**config.mk**
```make
export PLATFORM = sky130hd
export DESIGN_NAME = fetch_flat
export DESIGN_NICKNAME = d
export VERILOG_FILES = /design/src/rtl/fetch_pkg.sv /design/src/rtl/fetch_if.sv /design/src/rtl/fetch_if_id_reg.sv /design/src/rtl/fetch.sv /design/src/flat_wrapper.sv
export SDC_FILE = /design/constraint.sdc
export NUM_CORES = 1
export LEC_CHECK = 0
export ABC_AREA = 1
export CAP_MARGIN = 25
export CELL_PAD_IN_SITES_DETAIL_PLACEMENT = 1
export CELL_PAD_IN_SITES_GLOBAL_PLACEMENT = 1
export CORE_MARGIN = 3
export CORE_UTILIZATION = 30
export CTS_CLUSTER_SIZE = 25
export DETAILED_ROUTE_END_ITERATION = 10
export GPL_TIMING_DRIVEN = 0
export PLACE_DENSITY = 0.62
export SYNTH_ARGS = -nofsm -noshare
export SYNTH_HDL_FRONTEND = slang
export SYNTH_SLANG_ARGS = --single-unit
```
**constraint.sdc**
```tcl
create_clock -name clk -period 12.24 [get_ports clk]
set_input_delay 1.836 -clock clk [delete_from_list [all_inputs] [get_ports clk]]
set_output_delay 1.836 -clock clk [all_outputs]
set_load 0.05 [all_outputs]
```
**src/rtl/fetch_pkg.sv**
```systemverilog
// Shared types and constants for the instruction-fetch stage and its
// pipeline register.
package fetch_pkg;

  typedef enum logic [1:0] {
    S_BOOT,
    S_REQ,
    S_HOLD,
    S_DROP
  } state_t;

  localparam int PC_STEP = 4;
  localparam int INSTR_W = 32;
  localparam int OP_MSB  = 31;
  localparam int OP_LSB  = 21;
  localparam logic [INSTR_W-1:0] BUBBLE = 32'h0;

endpackage

```
**src/rtl/fetch_if.sv**
```systemverilog
// Instruction-memory request/response bus: single outstanding request,
// address held stable until the one-cycle ack.
interface fetch_if #(
  parameter int N = 64
);

  logic                          imem_req;
  logic [N-1:0]                  imem_addr;
  logic                          imem_ack;
  logic [fetch_pkg::INSTR_W-1:0] imem_rdata;

  modport master (
    output imem_req,
    output imem_addr,
    input  imem_ack,
    input  imem_rdata
  );

  modport slave (
    input  imem_req,
    input  imem_addr,
    output imem_ack,
    output imem_rdata
  );

endinterface

```
**src/rtl/fetch_if_id_reg.sv**
```systemverilog
// Pipeline register for {instr, pc, valid} with load enable and flush;
// flush wins over enable and inserts a bubble.
module if_id_reg
  import fetch_pkg::*;
#(
  parameter int N = 64
) (
  input  logic               clk,
  input  logic               reset,
  input  logic               en,
  input  logic               flush,
  input  logic [INSTR_W-1:0] instr,
  input  logic [N-1:0]       pc,
  input  logic               valid,
  output logic [INSTR_W-1:0] instr_q,
  output logic [N-1:0]       pc_q,
  output logic               valid_q
);

  // NOTE: sequential state uses non-blocking assignments so every register
  // samples pre-edge values regardless of process ordering.
  always_ff @(posedge clk) begin
    if (reset) begin
      instr_q <= BUBBLE;
      pc_q    <= '0;
      valid_q <= 1'b0;
    end else if (flush) begin
      instr_q <= BUBBLE;
      valid_q <= 1'b0;
    end else if (en) begin
      instr_q <= instr;
      pc_q    <= pc;
      valid_q <= valid;
    end
  end

endmodule

```
**src/rtl/fetch.sv**
```systemverilog
// Instruction-fetch stage: PC, variable-latency memory requests, one-entry
// stall buffer, in-flight redirect handling, and the IF/ID register.
module fetch
  import fetch_pkg::*;
#(
  parameter int           N        = 64,
  parameter logic [N-1:0] PC_RESET = '0
) (
  input  logic                     clk,
  input  logic                     reset,
  input  logic                     stall_d,
  input  logic                     PCSrc,
  input  logic [N-1:0]             PCBranch,
  fetch_if.master                  imem,
  output logic [INSTR_W-1:0]       instr_d,
  output logic [N-1:0]             pc_d,
  output logic [OP_MSB-OP_LSB:0]   op_d,
  output logic                     valid_d
);

  localparam logic [N-1:0] ALIGN_MASK = {{(N-2){1'b1}}, 2'b00};

  state_t               state, state_n;
  logic [N-1:0]         pc_f, pc_n, pc_next, target;
  logic [N-1:0]         redir_tgt, redir_tgt_n;
  logic                 redir_pend, redir_pend_n;
  logic [INSTR_W-1:0]   buf_instr, buf_instr_n;
  logic [N-1:0]         buf_pc, buf_pc_n;
  logic                 buf_valid, buf_valid_n;
  logic                 req;
  logic                 ifid_en, ifid_flush, ifid_valid;
  logic [INSTR_W-1:0]   ifid_instr;
  logic [N-1:0]         ifid_pc;

  assign target         = PCBranch & ALIGN_MASK;
  assign pc_next        = pc_f + N'(PC_STEP);
  assign imem.imem_req  = req;
  assign imem.imem_addr = pc_f;

  always_ff @(posedge clk) begin
    if (reset) begin
      state      <= S_BOOT;
      pc_f       <= PC_RESET;
      buf_valid  <= 1'b0;
      redir_pend <= 1'b0;
    end else begin
      state      <= state_n;
      pc_f       <= pc_n;
      buf_valid  <= buf_valid_n;
      redir_pend <= redir_pend_n;
    end
  end

  // NOTE: payload registers are qualified by buf_valid / redir_pend, so they
  // are deliberately left without reset.
  always_ff @(posedge clk) begin
    buf_instr <= buf_instr_n;
    buf_pc    <= buf_pc_n;
    redir_tgt <= redir_tgt_n;
  end

  // NOTE: every output of this block gets a default first, so no path can
  // leave a variable unassigned and infer a latch.
  always_comb begin
    state_n      = state;
    pc_n         = pc_f;
    buf_instr_n  = buf_instr;
    buf_pc_n     = buf_pc;
    buf_valid_n  = buf_valid;
    redir_tgt_n  = redir_tgt;
    redir_pend_n = redir_pend;
    req          = 1'b0;
    ifid_en      = 1'b0;
    ifid_flush   = 1'b0;
    ifid_instr   = imem.imem_rdata;
    ifid_pc      = pc_f;
    ifid_valid   = 1'b1;

    case (state)
      S_BOOT: begin
        state_n = S_REQ;
        if (PCSrc) begin
          ifid_flush = 1'b1;
          pc_n       = target;
        end
      end

      S_REQ: begin
        req = 1'b1;
        if (PCSrc) begin
          ifid_flush  = 1'b1;
          buf_valid_n = 1'b0;
          if (imem.imem_ack) begin
            pc_n = target;
          end else begin
            // Request still in flight: it must complete before the new fetch.
            redir_tgt_n  = target;
            redir_pend_n = 1'b1;
            state_n      = S_DROP;
          end
        end else if (imem.imem_ack) begin
          if (!stall_d) begin
            ifid_en = 1'b1;
            pc_n    = pc_next;
          end else begin
            buf_instr_n = imem.imem_rdata;
            buf_pc_n    = pc_f;
            buf_valid_n = 1'b1;
            state_n     = S_HOLD;
          end
        end else if (!stall_d) begin
          ifid_flush = 1'b1;
        end
      end

      S_HOLD: begin
        if (PCSrc) begin
          ifid_flush  = 1'b1;
          buf_valid_n = 1'b0;
          pc_n        = target;
          state_n     = S_REQ;
        end else if (!stall_d) begin
          ifid_en     = 1'b1;
          ifid_instr  = buf_instr;
          ifid_pc     = buf_pc;
          ifid_valid  = buf_valid;
          buf_valid_n = 1'b0;
          pc_n        = pc_next;
          state_n     = S_REQ;
        end
      end

      S_DROP: begin
        req = 1'b1;
        if (PCSrc) begin
          ifid_flush  = 1'b1;
          redir_tgt_n = target;
        end
        if (imem.imem_ack && redir_pend) begin
          pc_n         = PCSrc ? target : redir_tgt;
          redir_pend_n = 1'b0;
          state_n      = S_REQ;
        end
      end

      default: state_n = S_BOOT;
    endcase
  end

  if_id_reg #(.N(N)) u_if_id (
    .clk     (clk),
    .reset   (reset),
    .en      (ifid_en),
    .flush   (ifid_flush),
    .instr   (ifid_instr),
    .pc      (ifid_pc),
    .valid   (ifid_valid),
    .instr_q (instr_d),
    .pc_q    (pc_d),
    .valid_q (valid_d)
  );

  assign op_d = instr_d[OP_MSB:OP_LSB];

endmodule
```
**src/flat_wrapper.sv**
```systemverilog
// flat-port wrapper written by rule: the top's interface ports become plain ports
module fetch_flat import fetch_pkg::*;
#(
  parameter int           N        = 64,
  parameter logic [N-1:0] PC_RESET = '0
)
  (clk, reset, stall_d, PCSrc, PCBranch, instr_d, pc_d, op_d, valid_d, imem_imem_req, imem_imem_addr, imem_imem_ack, imem_imem_rdata);
  fetch_if #(.N(N)) imem_i ();
  input  logic clk;
  input  logic reset;
  input  logic stall_d;
  input  logic PCSrc;
  input  logic [N-1:0] PCBranch;
  output logic [INSTR_W-1:0] instr_d;
  output logic [N-1:0] pc_d;
  output logic [OP_MSB-OP_LSB:0] op_d;
  output logic valid_d;
  output wire logic [$bits(imem_i.imem_req)-1:0] imem_imem_req;
  output wire logic [$bits(imem_i.imem_addr)-1:0] imem_imem_addr;
  input wire logic [$bits(imem_i.imem_ack)-1:0] imem_imem_ack;
  input wire logic [$bits(imem_i.imem_rdata)-1:0] imem_imem_rdata;
  assign imem_imem_req = imem_i.imem_req;
  assign imem_imem_addr = imem_i.imem_addr;
  assign imem_i.imem_ack = imem_imem_ack;
  assign imem_i.imem_rdata = imem_imem_rdata;
  fetch #(.N(N), .PC_RESET(PC_RESET)) u_core (.clk(clk), .reset(reset), .stall_d(stall_d), .PCSrc(PCSrc), .PCBranch(PCBranch), .imem(imem_i), .instr_d(instr_d), .pc_d(pc_d), .op_d(op_d), .valid_d(valid_d));
endmodule
```
After elaboration in Yosys (flattened, before gate mapping)
Cells that the tools add are included.
- logic and storage cells: 87
- flip-flop bits (word level): 325
- output and inout port bits: 173
- bits of input ports: 101
- eq/ne operators: 12
- bitwise gates (word level): 2
- add/subtract/negate cells: 1
- reduce and logical (&&, ||, !) cells: 14
- multiplexer cells: 48
- operator list (operator ; count):
    $mux W64 ; 13
    $pmux W64 S4 ; 1
    $pmux W64 S2 ; 1
    $mux W32 ; 3
    $add A64 B3 Y64 const B ; 1
    $mux W1 ; 18
    $mux W2 ; 7
    $ne A3 B3 Y1 const B ; 4
    $reduce_and A3 Y1 ; 4
    $ne A2 B2 Y1 const B ; 4
    $pmux W1 S2 ; 4
    $pmux W2 S4 ; 1
    $reduce_and A5 Y1 ; 1
    $eq A2 B2 Y1 const B ; 2
    $reduce_and A4 Y1 ; 1
    $reduce_bool A2 Y1 ; 2
    $reduce_or A2 Y1 ; 2
    $reduce_or A3 Y1 ; 1
    $eq A2 B1 Y1 const B ; 1
    $logic_not A2 Y1 ; 1
    $ne A2 B1 Y1 const B ; 1
    $not A1 Y1 ; 2
    $reduce_and A2 Y1 ; 1
    $logic_and A1 B1 Y1 ; 1

Depth between registers and ports, before layout
- depth in word-level cells: 6
- depth in mapped cells: 16
- depth with buffers taken out: 16

Hierarchy
A second synthesis with hierarchy kept.
- cells, all modules: 2547
- area total of the unflattened synthesis: 18286.3 um^2
- by module, submodules not included (module ; area each (um^2) ; times used ; sequential area each (um^2) ; cells an instance):
    fetch ; 14082.3 ; 1 ; 6165.9 ; 1989
    if_id_reg ; 4204.0 ; 1 ; 1941.9 ; 558

Least setup slack after synthesis
Ideal clock, no wire load.
- path type: input -> register
- start point: input PCSrc
- end point: register u_core.redir_tgt[0], enable pin
- path buffers: 2
- data arrival time: 5.589 ns
- setup slack: 6.140 ns
- stages: 6
- data required time: 11.729 ns
- setup time: 0.511 ns
- cell sequence: buf_2 -> buf_4 -> nor2_1 -> inv_1 -> nand2_1 -> a21oi_1
- word-level cells in the longest chain between the ends: 2
- RTL lines (item ; RTL line ; RTL):
    start, declared ; flat_wrapper.sv:12 ; input logic PCSrc;
    $ne A2 B2 Y1 (no source line) ; n/a ;
    $reduce_and A3 Y1 (no source line) ; n/a ;
    end signal, assigned ; fetch.sv:59 ; redir_tgt <= redir_tgt_n;
    end, declared ; fetch.sv:25 ; logic [N-1:0] redir_tgt, redir_tgt_n;
Every way passes these cells.
A chain may end at the register's enable or synchronous reset.

Worst setup path after layout
- start point: register u_core.state[0]
- end point: output imem_imem_req
- word-level cells in the longest chain between the ends: 3
- elaborated cells between the ends (all ways): 4
- those cells by class: 2 x eq/ne; 1 x mux; 1 x reduce/logical
- RTL lines (item ; RTL line ; RTL):
    start, declared ; fetch.sv:23 ; state_t state, state_n;
    start signal, assigned ; fetch.sv:47 ; state <= state_n;
    $eq A2 B1 Y1 or $eq A2 B2 Y1 (tied branches) ; fetch.sv:79 ; case (state)
    $reduce_or A2 Y1 (no source line) * ; n/a ;
    $mux W1 * ; fetch.sv:79 ;
    end, declared ; flat_wrapper.sv:18 ; output wire logic [$bits(imem_i.imem_req)-1:0] imem_imem_req;
Every way passes the cells marked *; elsewhere a longest branch is shown, timed or not.

==> out/metrics.cfg <==
[sta]
fin_worst_skew_ns = 0.01424
setup_violations = 0
max-slew-margin-rel = 0.2653
rsz0062_at_grt = false
final_hold_viol_count = 0
final_max_slew_viol_count = 0
period_needed_ns = 4.973
tightestPinTransition_ns = 1.102
final.setup.tns_ns = 0
max_clock_freq_mhz = 201.1
post_route_fraction_of_the_period_consumed_by_the_critical_path = 0.4063

[run_status]
run_status = complete, no violations

[clock_tree]
cts_inserted_buffers = 40
cts_hold_repair.buffers = 0
cts_setup_buffers = 0
cts.sinks = 325
cts_tree = yes
cts.clk_slew.worst_paths_ns = 0.06
max-clock-path-buffers = 3
worst_skew_pair.late_latency_ns = 0.57
cts_resized = 0
clock_tree.htree_level_count = 2
cts_root_buf = clkbuf_16

[detailed_routing]
wirelength_microns = 80790
drc_errors = 0
detail-route-antenna-nets = 0
wl_per_cell_microns = 23.45
routed-via-count = 17910
detail_route.iter0.violations = 1241
route.detailed.vias_per_inst = 5.199
dr_pass1_iterations = 5

[floorplan]
ioPinCount = 274
floorplan.die.height_microns = 245.8
die_area_sq_um = 60420
placement_rows = 87
fp.coreArea_sq_um = 56600
initial_core_utilization = 0.3048
die_span_in_x_microns = 245.8

[synthesis]
synthesis.area_sq_um = 17250
synthDistinctLibCells = 40
syn_inst = 2340
yosys_warnings = 0
synthesis.nets = 2448
edff_count_synth = 160
synth-seq-area-share = 0.4700
post_synth_arst_share = 0
yosys_register_bits = 325
postSynth.topFlopCell = dfxtp_1
syn_avg_cell_area_sq_um = 7.372

[min_path]
min-delay-path-class = flip-flop to flip-flop
worstHoldStart = u_core.buf_valid
hold_depth = 2
min_to = u_core.buf_valid

[finish]
antenna-diode-count = 0
utilization = 0.3957
post_route_cells_drive_above_1_share = 0.06248
area_growth_from_synthesis_to_final_layout_pct = 29.85
finish.instance_area_sq_um = 22400
final_nets = 2767

[global_route]
groute.usage.overall = 0.2609
gr_ovfl_total = 0
grt_first_pass_wirelength_microns = 118800
grt_antenna_before_repair = 0
grt_max_degree = 30
first_global_vias = 18480

[worst_setup_path]
worst_r2r_path_depth = 7
critical-path-max-stage-delay_ns = 0.77
critical_path.cell_chain = ha_1, inv_1, clkbuf_1, nand2_1, clkdlybuf4s50_1
critical_path.reg2reg.endpoint = u_core.redir_tgt[35]
critPathRequiredTime_ns = 10.40
reg2reg_start = u_core.state[0]
timing_worst_setup_path_type = flip-flop to output pin
worst_path_max_delay_cell = clkdlybuf4s50_1
crit_path_end_kind = output pin
critPathLaunchType = flip-flop
worst_ep_arrival_time_ns = 3.14
rrSetupSlack_ns = 8.98
critical_path.max_fanout = 10

[placement]
dpl.hpwl_microns = 61900
global_placer_s_final_weighted_congestion = 0.9016
postPlaceCellArea_sq_um = 21050
place.port_buffers = 271

[power]
power.combinational.fraction = 0.313
power.switching_mw = 1.598
ir_drop_mv = 0.1016
switching_share = 0.3981
power.leakage_nw = 8.206
intPower_mw = 2.416
share_of_total_power_in_sequential_cells = 0.379
power_density_nw_per_um2 = 179.2
clockPowerShare = 0.309

[flow_run]
drv.max_cap_violation_count = 0

logic make-up (layout without fill, tap and decap cells):
group,Yosys count,count (layout),synth area share
flops,325,325,0.4700
simple gates,996,996,0.2293
xor+xnor,12,12,0.006093
fa+ha+maj,7,7,0.005077
compound gates,674,674,0.2075
buf+inv,326,675,0.08196
how the worst max path moves through the flow:
stage,from,cells after the start,slack [ns],to
6_report,u_core.state[0],5,7.27,imem_imem_req
5_1_grt,u_core.state[0],5,7.18,imem_imem_req
4_1_cts,u_core.state[0],5,7.23,imem_imem_req
3_5_place_dp,PCSrc,10,7.28,u_core.u_if_id.pc_q[2]
3_3_place_gp,PCSrc,7,2.11,u_core.redir_tgt[22]
2_1_floorplan,PCSrc,6,6.14,u_core.redir_tgt[0]
per-stage QoR:
stage	setup WS, ns	power [mW]	instances	hold WS [ns]
after global routing	7.181	4.186	3445	0.4963
after floorplan	6.140	2.187	2340	0.4240
after CTS	7.229	4.031	3445	0.4808
after detailed placement	7.281	2.782	3373	0.4669
after global placement	2.106	2.762	3367	0.4373
final	7.267	4.014	3445	0.4781
placed cells by master (no fill, tap or decap), types with 13 or more instances in the layout:
cell,count
nand2_1,719
o21ai_0,395
clkdlybuf4s50_1,271
nor2_1,196
inv_1,169
dfxtp_1,165
a21oi_1,164
edfxtp_1,160
clkbuf_1,99
a31oi_1,67
clkbuf_16,41
buf_2,40
nand3_1,38
clkbuf_8,18
buf_4,13
layout make-up:
class                      count  area [sq um]
tap                          756         945.9
buffer                       153         759.5
multi-input combinational   1689          7745
clock buffer                  62          1215
sequential                   325          8108
fill                        6995         34210
timing repair buffer         277          2833
clock inverter                10         138.9
inverter                     173         654.4
power by group through the flow:
stage / Sequential [mW] / Clock [mW] / Combinational (mW)
floorplan: 1.64 / 0 / 0.544
global placement: 1.55 / 0 / 1.21
detailed placement: 1.53 / 0 / 1.25
CTS: 1.51 / 1.27 / 1.25
global route: 1.53 / 1.30 / 1.35
finish: 1.52 / 1.24 / 1.25
flip-flops by register name, indices dropped and copies added, names as in the netlist:
register / count
u_core.buf_pc: 64
u_core.buf_instr: 32
u_core.imem.imem_addr: 64
u_core.state: 2
u_core.buf_valid: 1
u_core.redir_pend: 1
u_core.u_if_id.valid_q: 1
u_core.u_if_id.pc_q: 64
u_core.u_if_id.instr_q: 32
u_core.redir_tgt: 64
metal layers:
metal  vias up  share of wire  track usage
met3        99          0.052      0.02857
met5         -              0            0
met4         0          0.025      0.07034
li1       8471              -            -
met1      8827           0.46       0.3572
met2       512           0.46       0.4369
cells in the mapped netlist (10+ instances only):
library cell | instances | area, sq um
nand2_1 | 719 | 2699
o21ai_0 | 395 | 1977
nor2_1 | 196 | 735.7
inv_1 | 169 | 634.4
a21oi_1 | 165 | 825.8
dfxtp_1 | 165 | 3303
edfxtp_1 | 160 | 4805
clkbuf_1 | 89 | 334.1
a31oi_1 | 67 | 419.2
buf_2 | 40 | 200.2
nand3_1 | 38 | 190.2
buf_4 | 13 | 97.59
o2111ai_1 | 12 | 105.1
xor2_1 | 12 | 105.1
nand2_2 | 11 | 68.82
nor2_2 | 11 | 68.82
nand4_1 | 10 | 62.56
o21ai_1 | 10 | 50.05
critical path: cells and delay by family (launching register included):
kind | cells | cell delay (ns)
buf+inv | 3 | 1.76
flops | 1 | 0.35
simple gates | 1 | 0.12
fa+ha+maj | 1 | 0.34
Note: power is estimated with default switching activity, not from simulation.
